===== src/rtl/alu_operand_sequencer.sv =====
// Step-by-step operand loader for a combinational ALU: captures A, B and the opcode on
// successive enter presses, waits SETTLE cycles, then registers the result and flags.
module alu_operand_sequencer #(
    parameter int N      = 3,
    parameter int SETTLE = 1
) (
    input  logic         clk,
    input  logic         rst_n,
    input  logic         clr,
    input  logic         enter,
    input  logic [N-1:0] data_in,
    input  logic [3:0]   sel_in,
    input  logic         flag_in,
    output logic [N-1:0] alu_a,
    output logic [N-1:0] alu_b,
    output logic [3:0]   alu_sel,
    output logic         alu_flagin,
    input  logic [N-1:0] alu_res,
    input  logic         alu_neg,
    input  logic         alu_zero,
    input  logic         alu_cout,
    input  logic         alu_ovf,
    output logic [N-1:0] res_q,
    output logic [3:0]   flags_q,
    output logic         res_valid,
    output logic         done,
    output logic [1:0]   state_o
);

    localparam int CW = (SETTLE > 1) ? $clog2(SETTLE) : 1;

    typedef enum logic [1:0] {
        LOAD_A  = 2'd0,
        LOAD_B  = 2'd1,
        LOAD_OP = 2'd2,
        EXEC    = 2'd3
    } state_t;

    state_t         state_q, state_d;
    logic [N-1:0]   a_q, a_d, b_q, b_d;
    logic [3:0]     sel_q, sel_d;
    logic           flagin_q, flagin_d;
    logic [N-1:0]   res_d;
    logic [3:0]     flags_d;
    logic           valid_q, valid_d;
    logic           done_q, done_d;
    logic [CW-1:0]  cnt_q, cnt_d;
    logic           enter_q, enter_d;
    logic           step;

    always_ff @(posedge clk or negedge rst_n) begin
        if (!rst_n) begin
            state_q  <= LOAD_A;
            a_q      <= '0;
            b_q      <= '0;
            sel_q    <= '0;
            flagin_q <= 1'b0;
            res_q    <= '0;
            flags_q  <= '0;
            valid_q  <= 1'b0;
            done_q   <= 1'b0;
            cnt_q    <= '0;
            enter_q  <= 1'b1;
        end else begin
            state_q  <= state_d;
            a_q      <= a_d;
            b_q      <= b_d;
            sel_q    <= sel_d;
            flagin_q <= flagin_d;
            res_q    <= res_d;
            flags_q  <= flags_d;
            valid_q  <= valid_d;
            done_q   <= done_d;
            cnt_q    <= cnt_d;
            enter_q  <= enter_d;
        end
    end

    // enter_q idles high after reset so a button held through reset never counts as a press
    assign step = enter & ~enter_q;

    always_comb begin
        state_d  = state_q;
        a_d      = a_q;
        b_d      = b_q;
        sel_d    = sel_q;
        flagin_d = flagin_q;
        res_d    = res_q;
        flags_d  = flags_q;
        valid_d  = valid_q;
        done_d   = 1'b0;
        cnt_d    = cnt_q;
        enter_d  = enter;

        if (clr) begin
            state_d  = LOAD_A;
            a_d      = '0;
            b_d      = '0;
            sel_d    = '0;
            flagin_d = 1'b0;
            res_d    = '0;
            flags_d  = '0;
            valid_d  = 1'b0;
            cnt_d    = '0;
            enter_d  = 1'b1;
        end else begin
            case (state_q)
                LOAD_A: begin
                    if (step) begin
                        a_d     = data_in;
                        valid_d = 1'b0;
                        state_d = LOAD_B;
                    end
                end
                LOAD_B: begin
                    if (step) begin
                        b_d     = data_in;
                        state_d = LOAD_OP;
                    end
                end
                LOAD_OP: begin
                    if (step) begin
                        sel_d    = sel_in;
                        flagin_d = flag_in;
                        cnt_d    = CW'(SETTLE - 1);
                        state_d  = EXEC;
                    end
                end
                EXEC: begin
                    // presses during EXEC are dropped; operands stay frozen for the ALU
                    if (cnt_q != '0) begin
                        cnt_d = cnt_q - CW'(1);
                    end else begin
                        res_d   = alu_res;
                        flags_d = {alu_neg, alu_zero, alu_cout, alu_ovf};
                        valid_d = 1'b1;
                        done_d  = 1'b1;
                        state_d = LOAD_A;
                    end
                end
                default: state_d = LOAD_A;
            endcase
        end
    end

    assign alu_a      = a_q;
    assign alu_b      = b_q;
    assign alu_sel    = sel_q;
    assign alu_flagin = flagin_q;
    assign res_valid  = valid_q;
    assign done       = done_q;
    assign state_o    = state_q;

endmodule


===== config.mk =====
export PLATFORM = sky130hd
export DESIGN_NAME = alu_operand_sequencer
export DESIGN_NICKNAME = d
export VERILOG_FILES = /design/src/rtl/alu_operand_sequencer.sv
export SDC_FILE = /design/constraint.sdc
export NUM_CORES = 1
export LEC_CHECK = 0
export ABC_AREA = 1
export CAP_MARGIN = 20
export CORE_MARGIN = 10
export CORE_UTILIZATION = 46
export DETAILED_ROUTE_END_ITERATION = 8
export HOLD_SLACK_MARGIN = 0.15
export MAX_ROUTING_LAYER = met4
export PLACE_DENSITY = 0.94
export SYNTH_ARGS = -nofsm -noshare
export SYNTH_HDL_FRONTEND = slang
export SYNTH_SLANG_ARGS = --single-unit

===== constraint.sdc =====
create_clock -name clk -period 2.1 [get_ports clk]
set_input_delay 0.525 -clock clk [delete_from_list [all_inputs] [get_ports clk]]
set_output_delay 0.525 -clock clk [all_outputs]
set_load 0.05 [all_outputs]

==> results of run 1 <==
layer usage:
layer,vias up,routed length (µm)
met1,458,1100
met4,0,68
met5,-,0
met3,6,285
met2,50,1410
li1,467,-
final cells by class:
class,count,area share (%)
Sequential cell,23,38.4
Inverter,18,4.50
Timing Repair Buffer,41,26.8
Tap cell,28,2.33
Clock buffer,4,1.75
Multi-Input combinational cell,80,26.2
worst min path at each step:
| stage | startpoint | endpoint |
|---|---|---|
| 3_5_place_dp | alu_a[1]$_DFFE_PN0P_ | alu_a[1]$_DFFE_PN0P_ |
| 3_3_place_gp | alu_a[2]$_DFFE_PN0P_ | alu_a[2]$_DFFE_PN0P_ |
| 4_1_cts | alu_a[1]$_DFFE_PN0P_ | alu_a[1]$_DFFE_PN0P_ |
| 6_report | alu_b[2]$_DFFE_PN0P_ | alu_b[2]$_DFFE_PN0P_ |
| 2_1_floorplan | rst_n | alu_a[0]$_DFFE_PN0P_ |
| 5_1_grt | alu_b[1]$_DFFE_PN0P_ | alu_b[1]$_DFFE_PN0P_ |
synth_stat cells, drive strengths merged:
cell   instances  share of area [%]
a21oi          2               0.95
buf            2                1.5
dfrtp         22                 52
dfstp          1                2.5
ha             4                4.7
inv           18                6.4
nand2         42                 16
nand3          6                2.8
nand4          6                3.6
nor2          12                5.0
o21ai          7                3.3
or2            1               0.59
power by group through the flow:
stage	clock (µW)	combinational, µW	sequential [µW]
floorplan	0	215	697
global placement	0	541	538
detailed placement	0	558	542
CTS	207	565	534
global route	234	614	540
finish	201	565	535
state kept, by name (all words and copies together), names as in the netlist, 2 cells and up:
name / flops
res_q: 3
flags_q: 4
alu_a: 3
alu_sel: 4
alu_b: 3
state_o: 2
cells by family after synthesis:
group	share of synthesized area, %
simple gates	28.4
flops	54.7
buf+inv	7.95
compound gates	4.27
fa+ha+maj	4.75
through the flow:
stage / instances / area [µm²] / setup WS [ns]
finish: 194 / 1500 / 0.0754
global route: 194 / 1500 / 0.00699
CTS: 194 / 1500 / 0.0588
detailed placement: 190 / 1480 / 0.291
global placement: 190 / 1480 / 0.396
floorplan: 123 / 1050 / 0.559
worst reg2reg max path: cells and delay by family, from the launching register on:
| family | cells | cell delay [ns] |
|---|---|---|
| flip-flops | 1 | 0.46 |
| AND/OR/NAND/NOR | 4 | 0.33 |
| adder cells (fa/ha/maj) | 1 | 0.28 |
| buffers and inverters | 2 | 0.26 |
==> results.sh, run 1 <==
export IMPL_clock_latency_ns=0.30
export IMPL_cts_root_buf="clkbuf_4"
export IMPL_globalplace_congestion=0.807
export IMPL_fillers=159
export IMPL_crit_end="alu_sel[0]"
export IMPL_mostFrequentLayoutCell="nand2_1"
export IMPL_power_frac_seq_pct=41.1
export IMPL_path_buf_inv=1
export IMPL_hold_depth=2
export IMPL_vias=981
export IMPL_setup_violations=0
export IMPL_wirelength_um=2850
export IMPL_r2r_start="state_o[0]$_DFFE_PN0P_"
export IMPL_initial_utilization_pct=48.1
export IMPL_powerDensity_nw_per_um2=865
export IMPL_rr_worst_depth=7
export IMPL_pwr_share_clk_pct=15.5
export IMPL_dieArea_um2=4610
export IMPL_p_total_uw=1300
export IMPL_final_nets=190
export IMPL_endpoint_kind="primary output"
export IMPL_rrSetupSlack_ns=0.67
export IMPL_final_period_utilization_pct=96.4
export IMPL_cts_buffers=3
export IMPL_io_buffers=40
export IMPL_avgSynthCellArea_um2=8.58
export IMPL_met1_usage_pct=14.6
export IMPL_synthDistinctLibCells=16
export IMPL_grt_overflow=0
export IMPL_ant_nets=0
export IMPL_internal_power_uw=749
export IMPL_hold_class="reg -> reg"
export IMPL_path_clk_slew_ns=0.12
export IMPL_grt_max_degree=24
export IMPL_via_per_inst=5.06
export IMPL_post_cts_resized=0
export IMPL_p_leak_uw=0.000762
export IMPL_cts_setup_buffers=0
export IMPL_ir_worst_vdd_v=0.000840
export IMPL_busiest_layer="met2"
export IMPL_postSynthCellCount=123
export IMPL_tightest_slew_ns=0.512
export IMPL_final_cell_mix="nand2_1 (40), clkdlybuf4s50_1 (38), dfrtp_1 (22)"
export IMPL_synth_cell_area_um2=1050
export IMPL_grt_total_usage_pct=13.2
export IMPL_ys_seq_area_share_pct=54.7
export IMPL_htreeDepth=1
export IMPL_holdWs_ns=0.489
export IMPL_grt_pass1_vias=1009
export IMPL_p_sw_share_pct=42.4
export IMPL_crit_path_top_delay_cell="clkdlybuf4s50_1"
export IMPL_final_util_pct=68.6
export IMPL_post_drt_wl_per_cell_um=14.7
export IMPL_first_pass_iters=4
export IMPL_clkSinkCount=23
export IMPL_grt_met2_usage_pct=21.5
export IMPL_skew_ns=0.00103
export IMPL_status="finished clean"
export IMPL_rsz0062_at_grt="no"
export IMPL_regToRegEndpoint="state_o[1]$_DFFE_PN0P_"
export IMPL_maxCapViolations=0
export IMPL_cp_num_cells=1
export IMPL_drtIter0Drc=49
export IMPL_die_y_um=67.9
export IMPL_synth_warnings=0
export IMPL_cpPeakStageDelay_ns=0.82
export IMPL_worstSetupStartpointType="register"
export IMPL_grt_met3_usage_pct=2.94
export IMPL_critical_path_top_delay_family="buffers and inverters"
export IMPL_max_slew_margin_rel_pct=65.7
export IMPL_seqCellArea_um2=577
export IMPL_core_area_um2=2190
export IMPL_diodes=0
export IMPL_antenna_found_initial=0
export IMPL_cp_arrival_ns=1.50
export IMPL_startpoint="alu_sel[0]$_DFFE_PN0P_"
export IMPL_synth_net_count=146
export IMPL_cp_required_ns=1.57
export IMPL_rows=17
export IMPL_die_width_um=67.9
export IMPL_path_cells="clkdlybuf4s50_1"
export IMPL_drc=0
export IMPL_io_pins=41
export IMPL_grt_pass1_wl_um=4550
export IMPL_pwr_share_comb_pct=43.4
export IMPL_drv_slew=0
export IMPL_critPathMaxFanout=2
export IMPL_clk_path_buf_depth=2
export IMPL_ys_ff_latch=23
export IMPL_dp_hpwl_um=2090
export IMPL_drive_gt1_share_pct=7.23
export IMPL_tns_ns=0
export IMPL_multi_input_area_um2=394
export IMPL_hold_violations=0
export IMPL_crit_type="reg -> out"
export IMPL_cts_hold_buf=0
export IMPL_cts_tree="yes"
export IMPL_min_period_ns=2.02
export IMPL_timing_fmax_mhz=494
export IMPL_syn_to_final_growth_pct=42.5
export IMPL_switching_power_uw=551
Power figures use the tool's default switching activity.
==> run 2, diff against run 1 <==
Settings changed: CORE_ASPECT_RATIO from default to 0.9, TNS_END_PERCENT from default to 30.
==> run 2 against run 1 <==
  * Worst hold slack improved by 0.0032 ns
  * First-iteration DRC count decreased by 57%
  * Via count decreased by 2.0%
  * Fmax decreased by 1.8%
  * Critical path depth unchanged
  * Utilization increased by 0.28 points
  * Count of clock-buffer cells in the layout decreased by 1
  * Total power increased by 0.32%
  * Wire length decreased by 5.8%
  * Cell count decreased by 0.52%
  * Non-clock buffer count unchanged
  * Combinational power decreased by 0.9%
  * Largest cell class unchanged
  * Highest routed layer unchanged
==> results.sh, run 2 (same netlist as run 1, synthesis figures left out) <==
export IMPL_status="finished clean"
export IMPL_r2r_start="state_o[0]$_DFFE_PN0P_"
export IMPL_critical_path_top_delay_family="buffers and inverters"
export IMPL_antenna_found_initial=0
export IMPL_power_frac_seq_pct=41.3
export IMPL_rsz0062_at_grt="no"
export IMPL_die_width_um=70.5
export IMPL_globalplace_congestion=0.888
export IMPL_skew_ns=0.00927
export IMPL_maxCapViolations=0
export IMPL_cp_arrival_ns=1.54
export IMPL_min_delay_start="alu_a[0]$_DFFE_PN0P_"
export IMPL_final_cell_mix="nand2_1 (40), clkdlybuf4s50_1 (38), dfrtp_1 (22)"
export IMPL_cts_root_buf="clkbuf_4"
export IMPL_first_pass_iters=4
export IMPL_final_nets=190
export IMPL_hold_depth=2
export IMPL_diodes=0
export IMPL_die_y_um=65.4
export IMPL_cts_tree="yes"
export IMPL_rows=16
export IMPL_grt_max_degree=24
export IMPL_place_inst=189
export IMPL_p_sw_share_pct=42.8
export IMPL_powerDensity_nw_per_um2=868
export IMPL_stdcell_count=193
export IMPL_mostFrequentLayoutCell="nand2_1"
export IMPL_cts_hold_buf=0
export IMPL_tightest_slew_ns=0.511
export IMPL_multi_input_area_um2=394
export IMPL_pwr_share_comb_pct=43.0
export IMPL_final_period_utilization_pct=98.2
export IMPL_grt_overflow=0
export IMPL_timing_fmax_mhz=485
export IMPL_startpoint="alu_b[2]$_DFFE_PN0P_"
export IMPL_worstSetupStartpointType="register"
export IMPL_cp_required_ns=1.57
export IMPL_crit_path_top_delay_cell="clkdlybuf4s50_1"
export IMPL_clk_path_buf_depth=2
export IMPL_rr_worst_depth=7
export IMPL_p_leak_uw=0.000764
export IMPL_ant_nets=0
export IMPL_htreeDepth=1
export IMPL_setup_violations=0
export IMPL_drc=0
export IMPL_path_cells="clkdlybuf4s50_1"
export IMPL_path_buf_inv=1
export IMPL_critPathMaxFanout=2
export IMPL_grt_pass1_vias=1005
export IMPL_hold_class="reg -> reg"
export IMPL_endpoint_kind="primary output"
export IMPL_io_buffers=40
export IMPL_fillers=172
export IMPL_post_drt_wl_per_cell_um=13.9
export IMPL_drive_gt1_share_pct=7.83
export IMPL_min_period_ns=2.06
export IMPL_grt_pass1_wl_um=4540
export IMPL_clkSinkCount=23
export IMPL_clock_latency_ns=0.32
export IMPL_cp_num_cells=1
export IMPL_post_cts_resized=0
export IMPL_internal_power_uw=746
export IMPL_cts_buffers=3
export IMPL_ir_worst_vdd_v=0.000682
export IMPL_io_pins=41
export IMPL_via_per_inst=4.98
export IMPL_dp_hpwl_um=2150
export IMPL_switching_power_uw=559
export IMPL_hold_violations=0
export IMPL_syn_to_final_growth_pct=42.5
export IMPL_wirelength_um=2690
export IMPL_grt_total_usage_pct=12.1
export IMPL_core_area_um2=2180
export IMPL_pwr_share_clk_pct=15.7
export IMPL_cpPeakStageDelay_ns=0.82
export IMPL_drtIter0Drc=21
export IMPL_tns_ns=0
export IMPL_max_slew_margin_rel_pct=65.8
export IMPL_initial_utilization_pct=48.3
export IMPL_drv_slew=0
export IMPL_path_clk_slew_ns=0.13
export IMPL_cts_setup_buffers=0
export IMPL_seqCellArea_um2=577
export IMPL_dieArea_um2=4610
export IMPL_vias=961
export IMPL_crit_type="reg -> out"
## run 2: changes by cell type in the layout (fill, tap and decap cells not counted)
| cell | before | now |
|---|---|---|
| clkinv_2 | 0 | 1 |
| clkbuf_1 | 1 | 0 |
## run 2: area by class of cell
| class | instances | area share (%) |
|---|---|---|
| flip-flops and latches | 23 | 38.4 |
| repair buffers | 41 | 26.8 |
| multi-input cells | 80 | 26.2 |
| inverters | 18 | 4.50 |
| well taps | 27 | 2.25 |
| clock buffers | 3 | 1.50 |
| clock inverters | 1 | 0.333 |
## run 2: per-layer routing
metal	GRT usage, %	part of all wire (%)	up-vias
met5	-	0	-
met4	5.67	1.2	0
met3	3.90	7.5	3
met2	22.0	52	34
met1	11.5	39	458
li1	-	-	466
## run 2: worst paths after layout
check / end / slack (ns)
max reg2reg: state_o[0]$_DFFE_PN0P_ / 0.64
min reg2reg: alu_a[0]$_DFFE_PN0P_ / 0.49
min: alu_a[0]$_DFFE_PN0P_ / 0.49
min in group asynchronous: res_valid$_DFFE_PN0P_ / 0.53
max: alu_b[2] / 0.04
max in group asynchronous: enter_q$_DFF_PN1_ / 1.28
## run 2: power groups by stage
stage | logic (µW) | clock network, µW | registers, µW
after floorplan | 215 | 0 | 697
after global placement | 539 | 0 | 539
after detailed placement | 560 | 0 | 542
after CTS | 562 | 217 | 536
after global routing | 611 | 230 | 544
final | 560 | 205 | 539
## run 2: metrics by stage
step	total power (µW)	worst slack, ns	util (%)	area (µm²)	hold WS (ns)
2_1_floorplan	912	0.559	-	1050	0.229
3_3_place_gp	1080	0.403	67.6	1480	0.455
3_5_place_dp	1100	0.254	67.6	1480	0.465
4_1_cts	1310	0.0253	68.9	1500	0.495
5_1_grt	1380	0.00514	68.9	1500	0.513
6_report	1300	0.0383	68.9	1500	0.492
